<file path="src/rtl/mag15_serial.sv">
// Bit-serial unsigned magnitude comparator: scans A/B from MSB down, one bit per
// clock, stopping at the first differing bit. start/busy/done handshake.
module mag15_serial #(
  parameter int unsigned WIDTH = 15
) (
  input  logic             clk,
  input  logic             rst_n,
  input  logic             start,
  input  logic [WIDTH-1:0] A,
  input  logic [WIDTH-1:0] B,
  output logic             busy,
  output logic             done,
  output logic             AgtB,
  output logic             AeqB,
  output logic             AltB
);

  localparam int unsigned IW = $clog2(WIDTH);

  typedef enum logic [1:0] {
    S_IDLE,
    S_SCAN,
    S_DONE
  } state_t;

  state_t           r_state;
  logic [WIDTH-1:0] r_a;
  logic [WIDTH-1:0] r_b;
  logic [IW-1:0]    r_idx;
  logic             r_busy;
  logic             r_done;
  logic [2:0]       r_flags;   // {AgtB, AeqB, AltB}

  logic             w_a_bit;
  logic             w_b_bit;

  assign w_a_bit = r_a[r_idx];
  assign w_b_bit = r_b[r_idx];

  // Operand registers are left out of reset; they are only read in SCAN.
  always_ff @(posedge clk) begin
    if (!rst_n) begin
      r_state <= S_IDLE;
      r_busy  <= 1'b0;
      r_done  <= 1'b0;
      r_flags <= 3'b000;
      r_idx   <= IW'(WIDTH - 1);
    end else begin
      r_done <= 1'b0;
      case (r_state)
        S_IDLE, S_DONE: begin
          if (start) begin
            r_a     <= A;
            r_b     <= B;
            r_idx   <= IW'(WIDTH - 1);
            r_flags <= 3'b000;
            r_busy  <= 1'b1;
            r_state <= S_SCAN;
          end else begin
            r_state <= S_IDLE;
          end
        end
        S_SCAN: begin
          if (w_a_bit != w_b_bit) begin
            r_flags <= w_a_bit ? 3'b100 : 3'b001;
            r_busy  <= 1'b0;
            r_done  <= 1'b1;
            r_state <= S_DONE;
          end else if (r_idx == IW'(0)) begin
            r_flags <= 3'b010;
            r_busy  <= 1'b0;
            r_done  <= 1'b1;
            r_state <= S_DONE;
          end else begin
            r_idx <= r_idx - IW'(1);
          end
        end
        default: begin
          r_busy  <= 1'b0;
          r_state <= S_IDLE;
        end
      endcase
    end
  end

  assign busy = r_busy;
  assign done = r_done;
  assign AgtB = r_flags[2];
  assign AeqB = r_flags[1];
  assign AltB = r_flags[0];

endmodule

</file>
<file path="config.mk">
export PLATFORM = sky130hd
export DESIGN_NAME = mag15_serial
export DESIGN_NICKNAME = d
export VERILOG_FILES = /design/src/rtl/mag15_serial.sv
export SDC_FILE = /design/constraint.sdc
export NUM_CORES = 1
export LEC_CHECK = 0
export CAP_MARGIN = 0
export CORE_UTILIZATION = 53
export CTS_BUF_LIST = sky130_fd_sc_hd__clkbuf_8 sky130_fd_sc_hd__clkbuf_16
export CTS_CLUSTER_SIZE = 24
export DETAILED_ROUTE_END_ITERATION = 16
export PLACE_DENSITY = 0.88
export SETUP_SLACK_MARGIN = 0.1
export SYNTH_ARGS = -nofsm -noshare
export SYNTH_HDL_FRONTEND = slang
export SYNTH_SLANG_ARGS = --single-unit
</file>
<file path="constraint.sdc">
create_clock -name clk -period 8.2 [get_ports clk]
set_clock_uncertainty 0.15 [all_clocks]
set_input_delay 2.05 -clock clk [delete_from_list [all_inputs] [get_ports clk]]
set_output_delay 2.05 -clock clk [all_outputs]
set_load 0.1 [all_outputs]
</file>
Word level (Yosys, flattened, before mapping)
Cells that the tools add are included.
W data, S select, Z words.
{"block": "totals", "regBits": 41, "in_bits": 33}
{"block": "op_classes", "n_addsub": 1, "mux": 23, "magnitude_cmp": 1, "n_eq_ne": 7, "reduce_logical": 9}
{"op": "$mux W3", "count": 4}
{"op": "$mux W4", "count": 3}
{"op": "$bmux W1 S4", "count": 2}
{"op": "$mux W1", "count": 8}
{"op": "$pmux W4 S2", "count": 1}
{"op": "$ne A2 B2 Y1 const B", "count": 3}
{"op": "$pmux W3 S2", "count": 1}
{"op": "$reduce_and A3 Y1", "count": 2}
{"op": "$lt A4 B5 Y1 const B", "count": 1}
{"op": "$logic_not A4 Y1", "count": 1}
{"op": "$mux W2", "count": 2}
{"op": "$pmux W2 S2", "count": 1}
{"op": "$reduce_and A2 Y1", "count": 2}
{"op": "$reduce_and A4 Y1", "count": 1}
{"op": "$sub A4 B1 Y4 const B", "count": 1}
{"op": "$ne A3 B3 Y1 const B", "count": 1}
{"op": "$eq A2 B1 Y1 const B", "count": 1}
{"op": "$eq A2 B2 Y1 const B", "count": 1}
{"op": "$logic_not A2 Y1", "count": 1}
{"op": "$pmux W1 S2", "count": 1}
{"op": "$reduce_bool A2 Y1", "count": 1}
{"op": "$reduce_or A2 Y1", "count": 1}
{"op": "$ne A1 B1 Y1", "count": 1}

Logic depth before layout (Yosys ltp)
Gate-level depths: netlist of run 1.
{"block": "depth", "ltp_word": 5, "ltp_mapped": 11}

Worst setup path after synthesis of run 1
OpenSTA, ideal clock, no wires.
{"block": "synth_timing", "kind": "input port to flip-flop", "startpoint": "input start", "endpoint": "register r_a[0] (enable)", "setup_slack_ps": 4193, "setup_ps": 417, "t_arrival_ps": 3440, "t_required_ps": 7633, "path_stages": 2, "cell_sequence": "nand2b_1 -> nor2_1"}
{"block": "synth_via", "elab_chain_len": 1}
{"element": "start: declaration", "line_no": "8", "source": "input logic start,"}
{"element": "$reduce_and A3 Y1 (no line)"}
{"element": "end signal: assignment", "line_no": "53", "source": "r_a <= A;"}
{"element": "end: declaration", "line_no": "27", "source": "logic [WIDTH-1:0] r_a;"}
No other way between the ends.
A chain may end at the register's enable or synchronous reset.

Worst setup path after layout of run 1
{"block": "layout_timing", "startpoint": "register r_flags[2]", "endpoint": "output AgtB"}
{"element": "start: declaration", "line_no": "32", "source": "logic [2:0] r_flags;"}
{"element": "start signal: assignment", "line_no": "65", "source": "r_flags <= w_a_bit ? 3'b100 : 3'b001;"}
{"element": "end: declaration", "line_no": "13", "source": "output logic AgtB,"}
No word-level cell between the ends.

==> results of run 1 <==
-- metal layers --
| layer | GRT usage | vias up | part of all wire |
|---|---|---|---|
| li1 | - | 531 | - |
| met1 | 0.222 | 541 | 0.36 |
| met2 | 0.370 | 40 | 0.58 |
| met3 | 0.0571 | 6 | 0.048 |
| met4 | 0.0884 | 0 | 0.018 |
| met5 | 0 | - | 0 |
-- worst register-to-register path: stages (launching register included) --
cell and delay [ps]:
dfxtp_1 780, mux4_2 580, and2_1 160, o21ba_1 180
a221o_1 260, ha_1 390, inv_1 90, o31ai_1 620
and3_1 250, o21ai_0 80
-- power groups by stage --
| stage | clock network, uW | logic [uW] | registers (uW) |
|---|---|---|---|
| 5_1_grt | 170 | 57.2 | 240 |
| 3_5_place_dp | 0 | 52.9 | 244 |
| 4_1_cts | 157 | 53.1 | 239 |
| 6_report | 156 | 53.0 | 239 |
| 2_1_floorplan | 0 | 24.7 | 248 |
| 3_3_place_gp | 0 | 50.9 | 243 |
-- sequential cells by signal, summed over array words and instances, names as in the netlist --
register	flops
r_b	15
r_idx	4
r_flags	3
r_a	15
done	1
r_state	2
busy	1
-- kinds of logic (layout without fill, tap and decap cells) --
family / Yosys count / after routing
and+or+nand+nor: 31 / 31
muxes: 11 / 11
AOI/OAI and AO/OA: 23 / 23
adders and majority gates: 3 / 3
DFF: 41 / 41
buffers and inverters: 9 / 51
-- layout by cell type, fill, tap and decap left out, types with 2 or more instances in the layout --
| cell | Yosys | layout |
|---|---|---|
| nand3b_1 | 2 | 2 |
| inv_1 | 5 | 5 |
| o31ai_1 | 3 | 3 |
| ha_1 | 3 | 3 |
| dfxtp_1 | 11 | 11 |
| a221oi_1 | 4 | 4 |
| clkbuf_8 | 0 | 5 |
| nand2b_1 | 2 | 2 |
| nor2_1 | 7 | 6 |
| o21ai_0 | 5 | 5 |
| a221o_1 | 2 | 2 |
| nor2b_1 | 4 | 4 |
| mux4_2 | 4 | 4 |
| clkdlybuf4s50_1 | 0 | 37 |
| and2_1 | 4 | 4 |
| o21ba_1 | 2 | 2 |
| mux2i_1 | 7 | 7 |
| nand4_1 | 2 | 2 |
| edfxtp_1 | 30 | 30 |
| nand2_1 | 4 | 4 |
| a21oi_1 | 4 | 4 |
-- synthesized netlist by cell type, drive strengths merged, types with 2 or more instances --
master and number:
and2 5, nand2 4, o31ai 3, a221o 2
nor2 7, nand4 2, edfxtp 30, o21ba 2
buf 4, inv 5, mux4 4, dfxtp 11
a221oi 4, nor2b 4, nand3b 2, mux2i 7
a21oi 4, ha 3, nand2b 2, o21ai 5
-- worst max-delay path by stage --
| stage | endpoint | slack [ps] | cells after the start |
|---|---|---|---|
| 2_1_floorplan | r_a[0] | 4190 | 2 |
| 3_3_place_gp | r_a[0] | 4520 | 4 |
| 3_5_place_dp | r_b[1] | 4470 | 4 |
| 4_1_cts | AgtB | 4200 | 1 |
| 5_1_grt | AgtB | 4160 | 1 |
| 6_report | AgtB | 4190 | 1 |
-- layout make-up --
cell class / count / area, sq um
Fill cell: 215 / 831
Tap cell: 44 / 55.1
Timing Repair Buffer: 38 / 378
Multi-Input combinational cell: 68 / 539
Clock buffer: 5 / 68.8
Inverter: 5 / 18.8
Clock inverter: 3 / 41.3
Sequential cell: 41 / 1120
-- metrics by stage --
step	utilization	setup WS [ps]	cells	hold WS, ps
after floorplan	-	4190	118	360
after global routing	0.728	4160	204	387
after detailed placement	0.692	4470	196	348
after global placement	0.692	4520	196	338
final	0.728	4190	204	357
after CTS	0.728	4200	204	362
==> metrics.txt, run 1 <==
status complete, no violations; critical path cell sequence clkdlybuf4s50_1; Reg power frac 0.533; number of max-cap violations 0; net switching power 98.8 uW; hold crit path type reg -> reg; Overflow after GRT 0; worst reg2reg path endpoint r_idx[1]; router iterations before antenna repair 4; Netlist cell types 31; Worst setup EP type output port; mux share of post-synthesis cell area 0.0939; Post-CTS Setup Inserts 0; clock tree buffer depth 2; clock share of power 0.349; largest net degree at the start of global routing 31; largest stage delay on the critical path 1150 ps; final instance area 0.00222 sq mm; clk slew on worst S/H paths 70 ps; largest family of logic cells by synthesized area simple AND/OR/NAND/NOR gates; R2R depth 9; top_reg_cell synth edfxtp_1; hold buffers post-CTS 0; final setup fails 0; Worst setup SP type flop; Final Cycle Share 0.489; switching share of total power 0.220; Synthesized Nets 154; dpl hpwl 2210 um; largest cells by area after synthesis edfxtp_1, dfxtp_1, mux4_2; CTS Buf Count 5; hold depth 2; Worst Max-Slew Pin Slew 974 ps; final hold violation count 0; CP arrival 1810 ps; Port-buffer cells 37; Die H 58.7 um; relative slew slack 0.349; die area 0.00345 sq mm; Post-DRT Antenna Nets 0; CP max FO 2; initial antenna violation count 0; Placed Area 0.00211 sq mm; async set or reset register ratio after synthesis 0; CP bufs+invs 1; Via density 5.48; latest clock arrival within the worst-skew pair 280 ps; Power Total 448 uW; # clock sinks 41; Yosys reg bits 41; synth warn 0; H-tree depth 2; critical path startpoint r_flags[2]; Min-Delay Startpoint busy; Post-synth EDFFs 30; Ant. Diodes 0; RSZ-0062 raised after global routing false; Synth area leader edfxtp_1; CP Class reg -> out; Via Count 1118; PwrDens 202 mW/mm^2; top cell family by delay on the critical path buffers and inverters; P_int 349 uW; Initial Util 0.559; Synth Area in Adders 0.0220; drc violations 0; chip width 58.7 um; number of global-route vias before repair 1179; fmax 0.249 GHz; post-route minimum period 4010 ps; Root Driver clkbuf_8; CP max stage cell clkdlybuf4s50_1; nets 195; sequential share of the synthesized area 0.657; routability congestion estimate 0.783; WL final 3040 um; worst endpoint required time 6000 ps; Hold EP busy; Layout area overhead 30.3%; global-route wire length before repair 5120 um; Mapped Cells 118; reg2reg start r_idx[0]; top-area cell type share of the netlist area 0.528; setup_tns 0 ps; logic gate share of total power 0.118; Synth Area per Inst 14.5 sq um; P_leak 0.000777 uW; core box area 0.00305 sq mm; layout cells sized above 1 0.0875; Wirelength per Cell 14.9 um; Post-Synth XOR/XNOR Area 0; simple-gate portion of the synthesized area 0.102; gr usage total 0.204; CTS tree yes; DR iter-0 viols 75; row count 20; max-slew violations 0; Max IR drop VDD 0.000114 V; post-synthesis compound-gate area fraction 0.0968; post-CTS sizing 0; I/O pins 38; worst reg2reg setup slack 4530 ps; Cell Area, Synth 0.00171 sq mm
Power figures use the tool's default switching activity.
==> run 2: changes to the inputs <==
--- a/config.mk
+++ b/config.mk
@@ -6,11 +6,11 @@
 export NUM_CORES = 1
 export LEC_CHECK = 0
 export CAP_MARGIN = 0
-export CORE_UTILIZATION = 53
+export CORE_UTILIZATION = 44
 export CTS_BUF_LIST = sky130_fd_sc_hd__clkbuf_8 sky130_fd_sc_hd__clkbuf_16
 export CTS_CLUSTER_SIZE = 24
 export DETAILED_ROUTE_END_ITERATION = 16
-export PLACE_DENSITY = 0.88
+export PLACE_DENSITY = 0.79
 export SETUP_SLACK_MARGIN = 0.1
 export SYNTH_ARGS = -nofsm -noshare
 export SYNTH_HDL_FRONTEND = slang
==> constraint.sdc (replaced) <==
create_clock -name clk -period 3.6 [get_ports clk]
set_clock_uncertainty 0.15 [all_clocks]
set_input_delay 0.9 -clock clk [delete_from_list [all_inputs] [get_ports clk]]
set_output_delay 0.9 -clock clk [all_outputs]
set_load 0.1 [all_outputs]
==> run 2 against run 1 <==
Effect of this change:
- sequential power rose by 130%
- total power grew 110%
- cell count increased by 2.9%
- clock-buffer cell count did not move
- clock power up 81%
- sequential share of layout area rose by 0.37 points
- core utilization is 13 points lower
- critical endpoint is now r_idx[0]
==> metrics.txt, run 2 (same netlist as run 1, synthesis figures left out) <==
final instance area 0.00221 sq mm; Worst Max-Slew Pin Slew 514 ps; worst reg2reg setup slack 510 ps; Die H 64.3 um; post-route minimum period 3090 ps; PwrDens 430 mW/mm^2; setup_tns 0 ps; CTS Buf Count 5; CP max FO 7; layout cells sized above 1 0.136; hold crit path type reg -> reg; Layout area overhead 29.3%; largest net degree at the start of global routing 31; clock tree buffer depth 2; WL final 2900 um; P_leak 0.000789 uW; relative slew slack 0.657; Post-DRT Antenna Nets 0; status complete, no violations; final worst slack 514 ps; post-CTS sizing 0; Port-buffer cells 37; worst endpoint required time 3630 ps; final setup fails 0; Wirelength per Cell 13.8 um; nets 197; core box area 0.00369 sq mm; hold buffers post-CTS 0; clk slew on worst S/H paths 70 ps; chip width 64.3 um; most frequent cells in the layout clkdlybuf4s50_1, edfxtp_1, dfxtp_1; Worst setup SP type flop; Post-CTS Setup Inserts 0; dpl hpwl 2150 um; H-tree depth 2; reg2reg start r_idx[0]; Via density 5.21; Hold EP r_flags[2]; Largest regs r_a: 15 flops, r_b: 15 flops, r_idx: 4 flops; routability congestion estimate 0.814; number of max-cap violations 0; router iterations before antenna repair 4; dpl ws 529 ps; Final Cycle Share 0.857; Overflow after GRT 0; latest clock arrival within the worst-skew pair 290 ps; Worst setup EP type flop; initial antenna violation count 0; max-slew violations 0; final non-filler cell total 210; # clock sinks 41; die area 0.00413 sq mm; fmax 0.324 GHz; final hold violation count 0; Root Driver clkbuf_8; drc violations 0; CP Class reg -> reg; most common cell after layout, fill and taps aside clkdlybuf4s50_1; worst reg2reg path endpoint r_idx[0]; row count 22; number of global-route vias before repair 1202; Placed Area 0.00212 sq mm; CP arrival 3110 ps; Min-Delay Startpoint r_flags[2]; CTS tree yes; gr usage total 0.167; Max IR drop VDD 0.000226 V; DR iter-0 viols 111; Via Count 1095; Ant. Diodes 0; Inst Count DP 202; R2R depth 10; final core occ 0.598; RSZ-0062 raised after global routing false; I/O pins 38; hold depth 2; Initial Util 0.462; global-route wire length before repair 5110 um
==> run 2: area by class of cell <==
cell class	count	area [sq um]
Clock buffer	5	68.8
Clock inverter	3	17.5
Fill cell	328	1480
Inverter	5	18.8
Multi-Input combinational cell	68	539
Sequential cell	41	1120
Tap cell	48	60.1
Timing Repair Buffer	40	380
==> run 2: worst max-delay path by stage <==
stage,start,endpoint,slack [ps],cells past startpoint
after floorplan,r_idx[0],r_idx[1],690,10
after global placement,r_idx[0],r_idx[0],610,10
after detailed placement,r_idx[0],r_idx[0],530,10
after CTS,r_idx[0],r_idx[0],500,10
after global routing,r_idx[0],r_idx[0],310,10
final,r_idx[0],r_idx[0],510,10
==> run 2: per-stage QoR <==
stage | hold WS (ps) | power [uW]
floorplan | 360 | 621
global placement | 331 | 672
detailed placement | 338 | 676
CTS | 351 | 957
global route | 386 | 988
finish | 346 | 948
==> run 2: report_power, final <==
| group | switching, uW | leakage (uW) | internal [uW] |
|---|---|---|---|
| clock | 149 | 0.0000439 | 133 |
| sequential | 12.1 | 0.000368 | 530 |
| combinational | 59.3 | 0.000377 | 63.1 |
==> run 2: worst max-delay path, cell delays in order (launching register included) <==
cell and delay (ps):
dfxtp_1 550, mux4_2 550, and2_1 180, o21ba_1 180, a221o_1 260, ha_1 360, inv_1 80, o31ai_1 240
buf_4 180, mux2i_1 200, nor2_1 50
==> run 2: metal layers <==
metal,share of wire,track usage
met4,0.018,0.0583
met3,0.054,0.0500
met5,0,0
met2,0.52,0.304
met1,0.40,0.183
